$ cat config.mk
export PLATFORM = sky130hd
export DESIGN_NAME = dff_asr_ctl_gen_flat
export DESIGN_NICKNAME = d
export VERILOG_FILES = /design/src/rtl/dff_asr_ctl_gen_if.sv /design/src/rtl/dff_asr_ctl_gen.sv /design/src/flat_wrapper.sv
export SDC_FILE = /design/constraint.sdc
export NUM_CORES = 1
export LEC_CHECK = 0
export ABC_AREA = 1
export CORE_AREA = 4 4 41 43
export DETAILED_ROUTE_END_ITERATION = 16
export DIE_AREA = 0 0 45 47
export PLACE_DENSITY = 0.68
export REMOVE_ABC_BUFFERS = 1
export SLEW_MARGIN = 40
export SYNTH_ARGS = -nofsm -noshare
export SYNTH_HDL_FRONTEND = slang
export SYNTH_SLANG_ARGS = --single-unit
$ cat constraint.sdc
create_clock -name clk_i -period 3.9 [get_ports clk_i]
set_clock_uncertainty 0.15 [all_clocks]
set_input_delay 0.39 -clock clk_i [delete_from_list [all_inputs] [get_ports clk_i]]
set_output_delay 0.39 -clock clk_i [all_outputs]
set_load 0.01 [all_outputs]
$ cat src/rtl/dff_asr_ctl_gen_if.sv
// Request/strobe bundle between control logic and the set/clear sequencer.
// ASR_CTL_ERR_EN adds the sticky protocol-error line.
interface dff_asr_ctl_gen_if;
    logic req_valid;
    logic req_set;
    logic req_ready;
    logic done;
    logic busy;
    logic q_rstb;
    logic q_setb;
    logic clk_en;
`ifdef ASR_CTL_ERR_EN
    logic err;

    modport master (
        output req_valid, req_set,
        input  req_ready, done, busy, q_rstb, q_setb, clk_en, err
    );
    modport slave (
        input  req_valid, req_set,
        output req_ready, done, busy, q_rstb, q_setb, clk_en, err
    );
`else
    modport master (
        output req_valid, req_set,
        input  req_ready, done, busy, q_rstb, q_setb, clk_en
    );
    modport slave (
        input  req_valid, req_set,
        output req_ready, done, busy, q_rstb, q_setb, clk_en
    );
`endif
endinterface

$ cat src/rtl/dff_asr_ctl_gen.sv
// Sequencer for the async RSTB/SETB pins of a flop bank: strobe, recovery, done.
// Define ASR_CTL_ERR_EN to add the sticky request-stability checker (bus.err).
module dff_asr_ctl_gen #(
    parameter int PW_CYC  = 2,
    parameter int REC_CYC = 2,
    parameter int CNT_W   = 4
) (
    input  logic              clk_i,
    input  logic              rstb_i,
    dff_asr_ctl_gen_if.slave  bus
);

    typedef enum logic [1:0] {
        IDLE    = 2'd0,
        ASSERT  = 2'd1,
        RECOVER = 2'd2
    } state_t;

    localparam logic [CNT_W-1:0] PW_LAST  = CNT_W'(PW_CYC - 1);
    localparam logic [CNT_W-1:0] REC_LAST = CNT_W'(REC_CYC - 1);

    state_t           state_q;
    logic [CNT_W-1:0] cnt_q;
    logic [CNT_W-1:0] cnt_d;
    logic             kind_q;
    logic             q_rstb_q;
    logic             q_setb_q;
    logic             clk_en_q;
    logic             done_q;
    logic             accept;

    assign bus.req_ready = (state_q == IDLE);
    assign bus.busy      = (state_q != IDLE);
    assign bus.done      = done_q;
    assign bus.q_rstb    = q_rstb_q;
    assign bus.q_setb    = q_setb_q;
    assign bus.clk_en    = clk_en_q;

    assign accept = bus.req_valid & bus.req_ready;
    assign cnt_d  = cnt_q + 1'b1;

    // Strobe polarity is taken from req_set only at acceptance; afterwards kind_q
    // alone decides, so late changes on req_set cannot glitch the other strobe.
    always_ff @(posedge clk_i) begin
        if (!rstb_i) begin
            state_q  <= IDLE;
            cnt_q    <= '0;
            kind_q   <= 1'b0;
            q_rstb_q <= 1'b1;
            q_setb_q <= 1'b1;
            clk_en_q <= 1'b1;
            done_q   <= 1'b0;
        end else begin
            done_q <= 1'b0;
            unique case (state_q)
                IDLE: begin
                    clk_en_q <= 1'b1;
                    if (accept) begin
                        state_q  <= ASSERT;
                        cnt_q    <= '0;
                        kind_q   <= bus.req_set;
                        q_rstb_q <= bus.req_set;
                        q_setb_q <= ~bus.req_set;
                        clk_en_q <= 1'b0;
                    end
                end
                ASSERT: begin
                    q_rstb_q <= kind_q;
                    q_setb_q <= ~kind_q;
                    if (cnt_q == PW_LAST) begin
                        state_q  <= RECOVER;
                        cnt_q    <= '0;
                        q_rstb_q <= 1'b1;
                        q_setb_q <= 1'b1;
                    end else begin
                        cnt_q <= cnt_d;
                    end
                end
                RECOVER: begin
                    if (cnt_q == REC_LAST) begin
                        state_q  <= IDLE;
                        cnt_q    <= '0;
                        done_q   <= 1'b1;
                        clk_en_q <= 1'b1;
                    end else begin
                        cnt_q <= cnt_d;
                    end
                end
                default: begin
                    state_q  <= IDLE;
                    cnt_q    <= '0;
                    q_rstb_q <= 1'b1;
                    q_setb_q <= 1'b1;
                    clk_en_q <= 1'b1;
                end
            endcase
        end
    end

`ifdef ASR_CTL_ERR_EN
    logic vld_q;
    logic set_q;
    logic rdy_q;
    logic err_q;
    logic err_d;

    // A request left waiting (valid while not ready) must stay valid and stable.
    assign err_d   = err_q | (vld_q & ~rdy_q & (~bus.req_valid | (bus.req_set != set_q)));
    assign bus.err = err_q;

    always_ff @(posedge clk_i) begin
        if (!rstb_i) begin
            vld_q <= 1'b0;
            set_q <= 1'b0;
            rdy_q <= 1'b0;
            err_q <= 1'b0;
        end else begin
            vld_q <= bus.req_valid;
            set_q <= bus.req_set;
            rdy_q <= bus.req_ready;
            err_q <= err_d;
        end
    end
`endif

endmodule

$ cat src/flat_wrapper.sv
// flat-port wrapper written by rule: the top's interface ports become plain ports
module dff_asr_ctl_gen_flat 
#(
    parameter int PW_CYC  = 2,
    parameter int REC_CYC = 2,
    parameter int CNT_W   = 4
)
  (clk_i, rstb_i, bus_req_valid, bus_req_set, bus_req_ready, bus_done, bus_busy, bus_q_rstb, bus_q_setb, bus_clk_en);
  dff_asr_ctl_gen_if bus_i ();
  input  logic clk_i;
  input  logic rstb_i;
  input wire logic [$bits(bus_i.req_valid)-1:0] bus_req_valid;
  input wire logic [$bits(bus_i.req_set)-1:0] bus_req_set;
  output wire logic [$bits(bus_i.req_ready)-1:0] bus_req_ready;
  output wire logic [$bits(bus_i.done)-1:0] bus_done;
  output wire logic [$bits(bus_i.busy)-1:0] bus_busy;
  output wire logic [$bits(bus_i.q_rstb)-1:0] bus_q_rstb;
  output wire logic [$bits(bus_i.q_setb)-1:0] bus_q_setb;
  output wire logic [$bits(bus_i.clk_en)-1:0] bus_clk_en;
  assign bus_i.req_valid = bus_req_valid;
  assign bus_i.req_set = bus_req_set;
  assign bus_req_ready = bus_i.req_ready;
  assign bus_done = bus_i.done;
  assign bus_busy = bus_i.busy;
  assign bus_q_rstb = bus_i.q_rstb;
  assign bus_q_setb = bus_i.q_setb;
  assign bus_clk_en = bus_i.clk_en;
  dff_asr_ctl_gen #(.PW_CYC(PW_CYC), .REC_CYC(REC_CYC), .CNT_W(CNT_W)) u_core (.clk_i(clk_i), .rstb_i(rstb_i), .bus(bus_i));
endmodule
==> impl_metrics.json, run 1 <==
{
  "dp_worst_setup_slack_ns": 2.01,
  "startpoint_type": "flop",
  "yosys_warnings": 0,
  "power_density_nw_per_um2": 483,
  "fin_tns_setup_ns": 0,
  "postCtsSetupBuffers": 0,
  "clock-sinks": 11,
  "combinationalPowerShare": 0.385,
  "ir_drop_mv": 0.275,
  "postSynthAreaPerCell_um2": 7.18,
  "status": "finished, final reports clean",
  "fin_cells": 109,
  "grt_overflow": 0,
  "seqPwrFrac": 0.393,
  "multi_input_area_um2": 320,
  "wire_per_inst_um": 9.84,
  "final_common_cell": "nand2_1",
  "use_met1": 0.173,
  "clk-insertion-delay-late_ns": 0.26,
  "yosysSeqAreaShare": 0.378,
  "tightestPinTransition_ns": 0.264,
  "fmax_mhz": 460,
  "power_w": 0.000346,
  "path_max_fanout": 7,
  "hold_violations": 0,
  "cp.required_ns": 3.36,
  "die_area_um2": 2120,
  "antenna_found_initial": 0,
  "rows": 13,
  "vias": 510,
  "maxSlewViolCount": 0,
  "final_antenna_net_count": 0,
  "routed_wl_mm": 1.07,
  "max-cap-violations": 0,
  "fin_ws_ns": 1.72,
  "dp_hpwl_um": 883,
  "start_util": 0.447,
  "critPathArrivalTime_ns": 1.64,
  "synth.distinct_cells": 17,
  "max-slew-margin-rel": 0.824,
  "gr-usage-all-layers": 0.125,
  "grt_max_degree": 8,
  "cp-end-kind": "output port",
  "top_usage_layer": "met2",
  "cts_tree": "built",
  "period_share": 0.558,
  "gp_congestion": 0.783,
  "ioPinCount": 10,
  "setup_viol": 0,
  "worst_path_max_delay_cell": "clkdlybuf4s50_1",
  "hold_path_class": "flop to flop",
  "period_needed_ns": 2.18,
  "cts_buffers": 3,
  "internal_power_w": 0.000225,
  "power_switching_w": 0.000122,
  "htreeDepth": 1,
  "dp.cells": 105,
  "die_h_um": 47,
  "dr.pass1.iters": 4,
  "cts_hold_buf": 0,
  "drc": 0,
  "ys_ff_latch": 11,
  "cts_resized": 0,
  "syn_to_final_growth_pct": 23.2,
  "regArea_um2": 220,
  "worstPathCellList": "inv_1, ha_1, inv_2, clkdlybuf4s50_1",
  "coreArea_um2": 1300,
  "swShare": 0.351,
  "path_class": "flop to output port",
  "clk_transition_reported_paths_ns": 0.07,
  "drive_above_1_share": 0.128,
  "grt_pass1_vias": 475,
  "via_per_inst": 4.68,
  "utilization": 0.551,
  "die_width_um": 45,
  "rsz0062_at_grt": "false",
  "cts_root_buffer": "clkbuf_4",
  "dr.first_iter.drc_count": 10,
  "nets": 104,
  "p_leak_nw": 0.330,
  "syn-cell-area_um2": 582,
  "final_cell_mix": "nand2_1, dfxtp_1, clkdlybuf4s50_1",
  "clk_path_buf_depth": 2,
  "antenna_cells": 0,
  "grt_pass1_wl_mm": 1.88,
  "cp_slowest_stage_delay_ns": 0.54,
  "syn_inst": 81,
  "use_met2": 0.181,
  "fill_cells": 129,
  "port_buffers": 9,
  "clockPowerShare": 0.222,
  "met3_usage": 0.0345
}
[cell type report]
cell class                      count  area share
Clock buffer                        4      0.0366
Tap cell                           15      0.0262
Sequential cell                    11       0.307
Timing Repair Buffer                9       0.126
Inverter                           11      0.0576
Multi-Input combinational cell     59       0.447
[power groups by stage]
stage          clock network [W]  registers [W]  logic [W]
2_1_floorplan                  0       0.000142  0.0000853
3_3_place_gp                   0       0.000139   0.000133
3_5_place_dp                   0       0.000139   0.000134
4_1_cts                0.0000797       0.000136   0.000135
5_1_grt                0.0000831       0.000139   0.000153
6_report               0.0000768       0.000136   0.000133
[synthesized netlist by cell type]
library cell,n,area [um2]
a21oi_1,8,40.0
nand4_1,1,6.26
inv_2,3,11.3
nand2_2,3,18.8
nor2_1,7,26.3
nand2_1,22,82.6
o21a_1,1,7.51
nor2_4,1,11.3
inv_1,8,30.0
xor2_1,1,8.76
nor3_1,1,5.00
ha_1,5,62.6
nor2_2,2,12.5
dfxtp_1,11,220
xnor2_1,1,8.76
nand3_1,5,25.0
o21ai_0,1,5.00
[sequential cells by signal, indices dropped and copies added, names as in the netlist]
register           count
u_core.state_q         2
u_core.bus.q_rstb      1
u_core.kind_q          1
u_core.bus.clk_en      1
u_core.bus.q_setb      1
u_core.cnt_q           4
u_core.bus.done        1
[cells by family (layout without fill, tap and decap cells)]
logic type | count (synthesis) | count (layout) | synth area share
adder cells (fa/ha/maj) | 5 | 5 | 0.108
buffers and inverters | 11 | 24 | 0.0710
AND/OR/NAND/NOR | 42 | 42 | 0.323
XOR/XNOR | 2 | 2 | 0.0301
flip-flops | 11 | 11 | 0.378
AO/OA/AOI/OAI | 10 | 10 | 0.0903
[metal layers]
layer / share of wire / vias to the layer above
met5: 0 / -
met4: 0.0075 / 0
met3: 0.045 / 2
met2: 0.44 / 8
met1: 0.51 / 217
li1: - / 283
[critical path: cells and delay by family (launching register included)]
| kind | cells | cell delay [ns] |
|---|---|---|
| buffers and inverters | 3 | 0.73 |
| DFF | 1 | 0.35 |
| adders and majority gates | 1 | 0.29 |
[per-stage QoR]
stage | hold slack [ns] | instance area (um2)
2_1_floorplan | 0.294 | 582
3_3_place_gp | 0.289 | 691
3_5_place_dp | 0.296 | 691
4_1_cts | 0.315 | 717
5_1_grt | 0.352 | 717
6_report | 0.310 | 717
[path summary, 6_finish.rpt]
check | depth (start not counted) | end | from | slack (ns)
setup / recovery | 4 | bus_busy | u_core.state_q[0] | 1.72
hold / removal | 2 | u_core.bus.clk_en | u_core.bus.clk_en | 0.31
setup reg to reg | 8 | u_core.bus.q_rstb | u_core.state_q[0] | 2.41
hold reg to reg | 2 | u_core.bus.clk_en | u_core.bus.clk_en | 0.31
(Power assumes the default switching activity.)
==> inputs of run 2 (changes only) <==
==> constraint.sdc (replaced) <==
create_clock -name clk_i -period 2.2 [get_ports clk_i]
set_clock_uncertainty 0.15 [all_clocks]
set_input_delay 0.22 -clock clk_i [delete_from_list [all_inputs] [get_ports clk_i]]
set_output_delay 0.22 -clock clk_i [all_outputs]
set_load 0.01 [all_outputs]
==> run 2 against run 1 <==
Against the previous run: register-to-register slack lost 1.7 ns; sequential power grew 77%; utilization is the same; critical path depth is the same; power grew 76%; routed wire length grew 1.8%; via count shrank 1.4%; first-iteration DRC count grew 30%; critical path type unchanged; critical endpoint unchanged; largest cell class unchanged; largest power group unchanged; highest routed layer unchanged.
==> impl_metrics.json, run 2 (synthesized netlist as in run 1, its figures left out) <==
{
  "status": "finished, final reports clean",
  "vias": 503,
  "hold_violations": 0,
  "path_max_fanout": 7,
  "grt_pass1_vias": 459,
  "cts_resized": 0,
  "grt_max_degree": 8,
  "final_antenna_net_count": 0,
  "path_class": "flop to output port",
  "die_width_um": 45,
  "ioPinCount": 10,
  "coreArea_um2": 1300,
  "power_density_nw_per_um2": 852,
  "htreeDepth": 1,
  "start_util": 0.447,
  "power_w": 0.000611,
  "swShare": 0.348,
  "startpoint_type": "flop",
  "postCtsSetupBuffers": 0,
  "fmax_mhz": 498,
  "port_buffers": 9,
  "period_needed_ns": 2.01,
  "routed_wl_mm": 1.09,
  "max-slew-margin-rel": 0.818,
  "setup_viol": 0,
  "clock-sinks": 11,
  "fin_tns_setup_ns": 0,
  "clk-insertion-delay-late_ns": 0.26,
  "dp_worst_setup_slack_ns": 0.472,
  "cts_hold_buf": 0,
  "internal_power_w": 0.000398,
  "clk_transition_reported_paths_ns": 0.07,
  "maxSlewViolCount": 0,
  "gr-usage-all-layers": 0.120,
  "fin_ws_ns": 0.192,
  "top_regs": "u_core.cnt_q (4), u_core.state_q (2)",
  "antenna_found_initial": 0,
  "rsz0062_at_grt": "false",
  "cts_root_buffer": "clkbuf_4",
  "dr.pass1.iters": 4,
  "die_h_um": 47,
  "gp_congestion": 0.783,
  "drive_above_1_share": 0.128,
  "critPathArrivalTime_ns": 1.64,
  "die_area_um2": 2120,
  "tightestPinTransition_ns": 0.273,
  "worst_path_max_delay_cell": "clkdlybuf4s50_1",
  "clk_path_buf_depth": 2,
  "regMostFlops": "u_core.cnt_q",
  "rows": 13,
  "cp_slowest_stage_delay_ns": 0.54,
  "utilization": 0.551,
  "seqPwrFrac": 0.395,
  "via_per_inst": 4.61,
  "antenna_cells": 0,
  "power_switching_w": 0.000213,
  "period_share": 0.913,
  "place_area_um2": 691,
  "drc": 0,
  "nets": 104,
  "syn_to_final_growth_pct": 23.2,
  "final_cell_mix": "nand2_1, dfxtp_1, clkdlybuf4s50_1",
  "final_common_cell": "nand2_1",
  "hold_path_class": "flop to flop",
  "fill_cells": 132,
  "p_leak_nw": 0.330,
  "ir_drop_mv": 0.499,
  "grt_overflow": 0,
  "cts_buffers": 3,
  "combinationalPowerShare": 0.386,
  "cp.required_ns": 1.83,
  "grt_pass1_wl_mm": 1.81,
  "cts_tree": "built",
  "max-cap-violations": 0,
  "cp-end-kind": "output port",
  "clockPowerShare": 0.219,
  "worstPathCellList": "inv_1, ha_1, inv_2, clkdlybuf4s50_1",
  "largest_reg_flops": 4,
  "fin_area_um2": 717,
  "dp_hpwl_um": 881,
  "dr.first_iter.drc_count": 13,
  "wire_per_inst_um": 10.0
}
==> run 2: cell counts in the layout (fill, tap and decap cells not counted) <==
Identical to the previous run, type by type.
==> run 2: worst max-delay path: cells and delay by family (launching register included) <==
kind / cells / cell delay [ns]
buffers and inverters: 3 / 0.73
DFF: 1 / 0.35
adders and majority gates: 1 / 0.30
==> run 2: path summary, 6_finish.rpt <==
kind	startpoint	end	slack [ns]	depth (start not counted)
max	u_core.state_q[0]	bus_busy	0.19	4
min	u_core.bus.clk_en	u_core.bus.clk_en	0.31	2
max reg2reg	u_core.state_q[0]	u_core.bus.q_rstb	0.70	8
min reg2reg	u_core.bus.clk_en	u_core.bus.clk_en	0.31	2
==> run 2: metrics by stage <==
step	hold slack, ns	cells
5_1_grt	0.349	109
3_5_place_dp	0.296	105
2_1_floorplan	0.154	81
4_1_cts	0.316	109
6_report	0.308	109
3_3_place_gp	0.289	105
==> run 2: layer usage <==
layer  wire, um  vias to the layer above  GRT usage  share of wire
li1           -                      280          -              -
met1        545                      211      0.162           0.50
met2        480                       10      0.178           0.44
met3         53                        2     0.0230          0.049
met4         13                        0     0.0702          0.012
met5          0                        -          0              0
==> run 2: final cells by class <==
| class | count | area, um2 | area share |
|---|---|---|---|
| timing repair buffer | 9 | 90.1 | 0.126 |
| multi-input combinational | 59 | 320 | 0.447 |
| sequential | 11 | 220 | 0.307 |
| inverter | 11 | 41.3 | 0.0576 |
| clock buffer | 4 | 26.3 | 0.0366 |
| tap | 15 | 18.8 | 0.0262 |
==> run 2: power by group through the flow <==
stage,combinational (W),clock (W),sequential [W]
floorplan,0.000151,0,0.000251
global placement,0.000236,0,0.000246
detailed placement,0.000237,0,0.000246
CTS,0.000239,0.000141,0.000242
global route,0.000269,0.000149,0.000246
finish,0.000236,0.000134,0.000241
